<file path="config.mk">
export PLATFORM = sky130hd
export DESIGN_NAME = q11_flat
export DESIGN_NICKNAME = d
export VERILOG_FILES = /design/src/rtl/q11_pkg.sv /design/src/rtl/q11_if.sv /design/src/rtl/q11_sym_decode.sv /design/src/rtl/q11.sv /design/src/flat_wrapper.sv
export SDC_FILE = /design/constraint.sdc
export NUM_CORES = 1
export LEC_CHECK = 0
export ABC_AREA = 1
export BUFFER_PORTS_ARGS = -buffer_cell sky130_fd_sc_hd__buf_4
export CORE_AREA = 5 5 42 44
export CTS_BUF_LIST = sky130_fd_sc_hd__clkbuf_8
export CTS_CLUSTER_SIZE = 14
export DETAILED_ROUTE_END_ITERATION = 16
export DIE_AREA = 0 0 47 49
export GPL_TIMING_DRIVEN = 1
export MAX_ROUTING_LAYER = met4
export SYNTH_ARGS = -nofsm -noshare
export SYNTH_HDL_FRONTEND = slang
export SYNTH_SLANG_ARGS = --single-unit
</file>
<file path="constraint.sdc">
create_clock -name clk -period 1 [get_ports clk]
set_input_delay 0.15 -clock clk [delete_from_list [all_inputs] [get_ports clk]]
set_output_delay 0.15 -clock clk [all_outputs]
set_load 0.01 [all_outputs]
</file>
<file path="src/rtl/q11_pkg.sv">
`default_nettype none
// ============================================================================
// Module  : q11_pkg
// Brief   : Shared types for the q11 "1010" sequence detector.
// Rev     : 1.0 - initial release
// ============================================================================
package q11_pkg;

  typedef logic [3:0] state_t;

  localparam state_t S0 = 4'b0000;
  localparam state_t S1 = 4'b0001;
  localparam state_t S2 = 4'b0010;
  localparam state_t S3 = 4'b0011;
  localparam state_t S4 = 4'b0100;

  typedef enum logic [1:0] {
    SYM_NONE = 2'd0,
    SYM_ONE  = 2'd1,
    SYM_ZERO = 2'd2,
    SYM_BAD  = 2'd3
  } sym_e;

endpackage : q11_pkg
`default_nettype wire

</file>
<file path="src/rtl/q11_if.sv">
`default_nettype none
// ============================================================================
// Module  : q11_if
// Brief   : Symbol strobes in, state/detect flag out for the q11 detector.
// Rev     : 1.0 - initial release
// ============================================================================
interface q11_if;

  logic       ONE;
  logic       ZERO;
  logic [3:0] state;
  logic       out;

  modport master (output ONE, output ZERO, input state, input out);
  modport slave  (input ONE, input ZERO, output state, output out);

endinterface : q11_if
`default_nettype wire

</file>
<file path="src/rtl/q11_sym_decode.sv">
`default_nettype none
// ============================================================================
// Module  : q11_sym_decode
// Brief   : Maps the one-hot ONE/ZERO strobes onto a symbol code.
// Rev     : 1.0 - initial release
// ============================================================================
module q11_sym_decode
  import q11_pkg::*;
(
  input  wire logic i_one,
  input  wire logic i_zero,
  output sym_e      o_sym
);

  always_comb begin
    case ({i_one, i_zero})
      2'b10:   o_sym = SYM_ONE;
      2'b01:   o_sym = SYM_ZERO;
      2'b11:   o_sym = SYM_BAD;
      default: o_sym = SYM_NONE;
    endcase
  end

endmodule : q11_sym_decode
`default_nettype wire

</file>
<file path="src/rtl/q11.sv">
`default_nettype none
// ============================================================================
// Module  : q11
// Brief   : Moore detector for the overlapping symbol sequence 1,0,1,0.
// Rev     : 1.0 - initial release
// ============================================================================
module q11
  import q11_pkg::*;
(
  input  wire logic clk,
  input  wire logic reset,
  q11_if.slave      bus
);

  sym_e   w_sym;
  state_t r_state;
  state_t w_next;

  q11_sym_decode u_sym_decode (
    .i_one  (bus.ONE),
    .i_zero (bus.ZERO),
    .o_sym  (w_sym)
  );

  // Unused encodings and the illegal both-high strobe fall through to S0.
  always_comb begin
    w_next = S0;
    case (r_state)
      S0, S1, S2, S3, S4: begin
        case (w_sym)
          SYM_NONE: w_next = r_state;
          SYM_ONE: begin
            case (r_state)
              S2, S4:  w_next = S3;
              default: w_next = S1;
            endcase
          end
          SYM_ZERO: begin
            case (r_state)
              S1:      w_next = S2;
              S3:      w_next = S4;
              default: w_next = S0;
            endcase
          end
          default: w_next = S0;
        endcase
      end
      default: w_next = S0;
    endcase
  end

  always_ff @(posedge clk or negedge reset) begin
    if (!reset) begin
      r_state <= S0;
    end else begin
      r_state <= w_next;
    end
  end

  assign bus.state = r_state;
  assign bus.out   = (r_state == S4);

endmodule : q11
`default_nettype wire

</file>
<file path="src/flat_wrapper.sv">
// flat-port wrapper written by rule: the top's interface ports become plain ports
module q11_flat import q11_pkg::*;
  (clk, reset, bus_ONE, bus_ZERO, bus_state, bus_out);
  q11_if bus_i ();
  input  wire logic clk;
  input  wire logic reset;
  input wire logic [$bits(bus_i.ONE)-1:0] bus_ONE;
  input wire logic [$bits(bus_i.ZERO)-1:0] bus_ZERO;
  output wire logic [$bits(bus_i.state)-1:0] bus_state;
  output wire logic [$bits(bus_i.out)-1:0] bus_out;
  assign bus_i.ONE = bus_ONE;
  assign bus_i.ZERO = bus_ZERO;
  assign bus_state = bus_i.state;
  assign bus_out = bus_i.out;
  q11 u_core (.clk(clk), .reset(reset), .bus(bus_i));
endmodule
</file>
==> reports/summary.txt <==
=================================================================================================
Total power per unit cell area                                                       1340 nW/um^2
Total Nets Final                                                                               56
GR Overflow Total                                                                               0
Buffering stage count on the worst path with inverters included                                 2
Nets in the synthesized netlist                                                                41
Later-pin clock latency in the skew report                                                0.21 ns
Max Transition Viols Final                                                                      0
Mapped Avg Cell Area                                                                    6.99 um^2
Critical Path, Cell by Cell                                                          nor2_2 -> nand2_2 -> inv_2 -> buf_6
Post-route DRC                                                                                  0
Family with the most delay on the worst path                                           flip-flops
Final total power                                                                          538 uW
Maximum number of pins on one net before global-route repair                                    7
Share of power burned in combinational logic                                                13.6%
Synthesized area                                                                         238 um^2
Sequential Area                                                                         76.3 um^2
Post-route antenna net violation count                                                          0
Die footprint                                                                           2300 um^2
First-pass GRT wire length                                                                 931 um
Switching power summed over all nets                                                       115 uW
Int Power                                                                                  423 uW
Number of synthesized flops with an enable pin                                                  0
DIE HEIGHT                                                                                  49 um
Global router's overall resource usage                                                      6.23%
Min-Delay Path Class                                                                 input pin to async pin
CTS max path bufs                                                                               2
Max Clock Skew                                                                         0.00439 ns
Cell types with the largest area share after synthesis                               sky130_fd_sc_hd__dfrtp_1 (32%), sky130_fd_sc_hd__ha_1 (16%), sky130_fd_sc_hd__nand2_1 (14%)
Critical Path Fanout Max                                                                        2
Post-Synthesis Cells                                                                           34
Arrival time reported for the critical path endpoint                                      0.95 ns
Ratio of cells with drive above 1 in the final layout                                       39.6%
Total iterations of the first detailed-routing run                                              4
Maximum achievable frequency                                                              911 MHz
Delay of the slowest critical-path stage                                                  0.40 ns
Cell chosen for the clock root                                                       sky130_fd_sc_hd__clkbuf_8
Number of flip-flops under the largest register name                                            3
Status                                                                               complete, but fails checks
Yosys top cell area share                                                                   31.6%
Peak supply drop                                                                       0.000432 V
Post-synthesis cell type with the largest combined area                              sky130_fd_sc_hd__dfrtp_1
Clock period minus worst slack                                                            1.10 ns
Routed wire length per instance                                                           8.14 um
Core box area                                                                           1400 um^2
Switching power as a share of total power                                                   21.3%
Clock tree from TritonCTS                                                                     yes
Reported leakage power                                                                   0.227 nW
CP Launch Type                                                                          flip-flop
Flop pwr share                                                                              24.1%
Critical path type                                                                   flip-flop to primary output
Final Setup Violations                                                                          4
Crit path capture type                                                               primary output
Inserted Clock Buffers                                                                          3
Number of distinct library cell variants in the gate-level netlist after synthesis             13
Violations in the final reports                                                      negative setup slack
Number of standard-cell rows in the floorplan                                                  14
Critical path required time                                                               0.85 ns
Number of maximum-capacitance violations                                                        0
Smallest setup slack after layout                                                      -0.0974 ns
Antenna Diode Count                                                                             0
Die width                                                                                   47 um
Maximum level of the CTS H-tree                                                                 1
Initial antenna violation count                                                                 0
Yosys warning total                                                                             0
Clk network pwr share                                                                       62.3%
Yosys reg bits                                                                                  3
DR iter-0 viols                                                                                 4
Library cell with the highest instance count after synthesis                         sky130_fd_sc_hd__nand2_1
Synth Flop Type                                                                      sky130_fd_sc_hd__dfrtp_1
Ports placed on the boundary                                                                    9
Sequential area share after synthesis                                                       31.6%
Number of vias after detailed routing                                                         252
Final period utilization                                                                     110%
WL final                                                                                   521 um
Final hold slack                                                                         0.263 ns
Layout Area Growth over Synthesis                                                           68.9%
Gp weighted congestion                                                                      0.695
Clock edge transition at the registers on the reported setup and hold paths               0.03 ns
Initial standard-cell utilization of the core                                               17.0%
Via-to-Cell Ratio                                                                            3.94
Clock net sink count                                                                            3
Ranking of synthesized cells by instance count                                       sky130_fd_sc_hd__nand2_1 (9), sky130_fd_sc_hd__inv_1 (7), sky130_fd_sc_hd__dfrtp_1 (3), sky130_fd_sc_hd__ha_1 (3), sky130_fd_sc_hd__nand3_1 (3)
Number of global-route vias before repair                                                     254
RSZ-0062 raised after global routing                                                          yes
Hold violation count in the final report                                                        0
Fill cell total of the finished layout                                                        156
Number of port buffers                                                                          7
Area of combinational cells with multiple inputs                                         138 um^2
Share of synthesized flip-flops with an asynchronous set or reset                            100%
Cell with the biggest individual delay on the critical path                          sky130_fd_sc_hd__dfrtp_2
=================================================================================================
-- what timing repair did --
action	CTS	global route
endpoints found under the setup margin	1	5
buffers inserted	3	0
pin swaps	1	1
hold endpoints to repair	3	0
hold buffers	1	0
gates resized for setup	4	4
-- kinds of logic (layout without fill, tap and decap cells) --
family                     Yosys count  after routing  synth area share [%]
AOI/OAI and AO/OA                    2              2                  4.74
adders and majority gates            3              3                  15.8
buffers and inverters                8             22                  14.2
DFF                                  3              3                  31.6
other                                1              1                  1.58
and+or+nand+nor                     17             17                  32.1
-- cells in the final DEF, fill, tap and decap left out, drive strengths merged --
master	synthesis	layout
buf	1	10
clkbuf	0	3
conb	1	1
dfrtp	3	3
dlygate4sd3	0	1
ha	3	3
inv	7	8
nand2	9	9
nand3	3	3
nand3b	1	1
nand4	1	1
nor2	3	3
o21ai	1	1
o22ai	1	1
-- area by class of cell --
type | count | share of cell area (%)
tap | 16 | 4.98
inverter | 7 | 6.54
sequential | 3 | 19.0
timing repair buffer | 11 | 24.0
multi-input combinational | 23 | 34.3
clock buffer | 3 | 10.3
clock inverter | 1 | 0.935
-- final timing paths --
kind | cells after the start | slack (ns) | to | startpoint
min | 2 | 0.26 | u_core.bus.state[0] | reset
min reg2reg | 3 | 0.66 | u_core.bus.state[1] | u_core.bus.state[1]
min in group clk | 4 | 0.35 | u_core.bus.state[0] | bus_ONE
max reg2reg | 8 | -0.04 | u_core.bus.state[1] | u_core.bus.state[1]
max in group asynchronous | 2 | 0.63 | u_core.bus.state[1] | reset
max | 4 | -0.1 | bus_out | u_core.bus.state[1]
-- power groups by stage --
stage	clock network [mW]	logic [mW]	registers [mW]
2_1_floorplan	0	0.0337	0.134
3_3_place_gp	0	0.0560	0.133
3_5_place_dp	0	0.0563	0.133
4_1_cts	0.349	0.0719	0.130
5_1_grt	0.357	0.0831	0.131
6_report	0.335	0.0731	0.130
-- metal layers --
metal	part of all wire, %	track usage (%)	wire [um]	up-vias
li1	-	-	-	131
met4	0	5.53	0	0
met5	0	-	0	-
met3	13	3.32	66	0
met1	38	6.65	200	108
met2	49	7.92	254	13
-- through the flow --
stage | utilization (%) | cells | TNS (ns) | cell area (um^2) | setup slack [ns]
global route | 28.7 | 64 | -0.469 | 402 | -0.147
finish | 28.7 | 64 | -0.175 | 402 | -0.0974
CTS | 27.9 | 64 | -0.180 | 392 | -0.0955
floorplan | - | 34 | 0 | 238 | 0.0743
global placement | 21.6 | 56 | 0 | 303 | 0.0269
detailed placement | 21.6 | 56 | 0 | 303 | 0.0278
-- worst reg2reg max path, stage by stage, from the launching register on --
cell and delay [ns]:
sky130_fd_sc_hd__dfrtp_2 0.40, sky130_fd_sc_hd__nor2_2 0.12, sky130_fd_sc_hd__nand2_2 0.07, sky130_fd_sc_hd__buf_4 0.14
sky130_fd_sc_hd__nand2_1 0.06, sky130_fd_sc_hd__nand2_1 0.05, sky130_fd_sc_hd__nand2_1 0.05, sky130_fd_sc_hd__nand2_1 0.04
sky130_fd_sc_hd__nand2_1 0.04
Power figures use the tool's default switching activity.
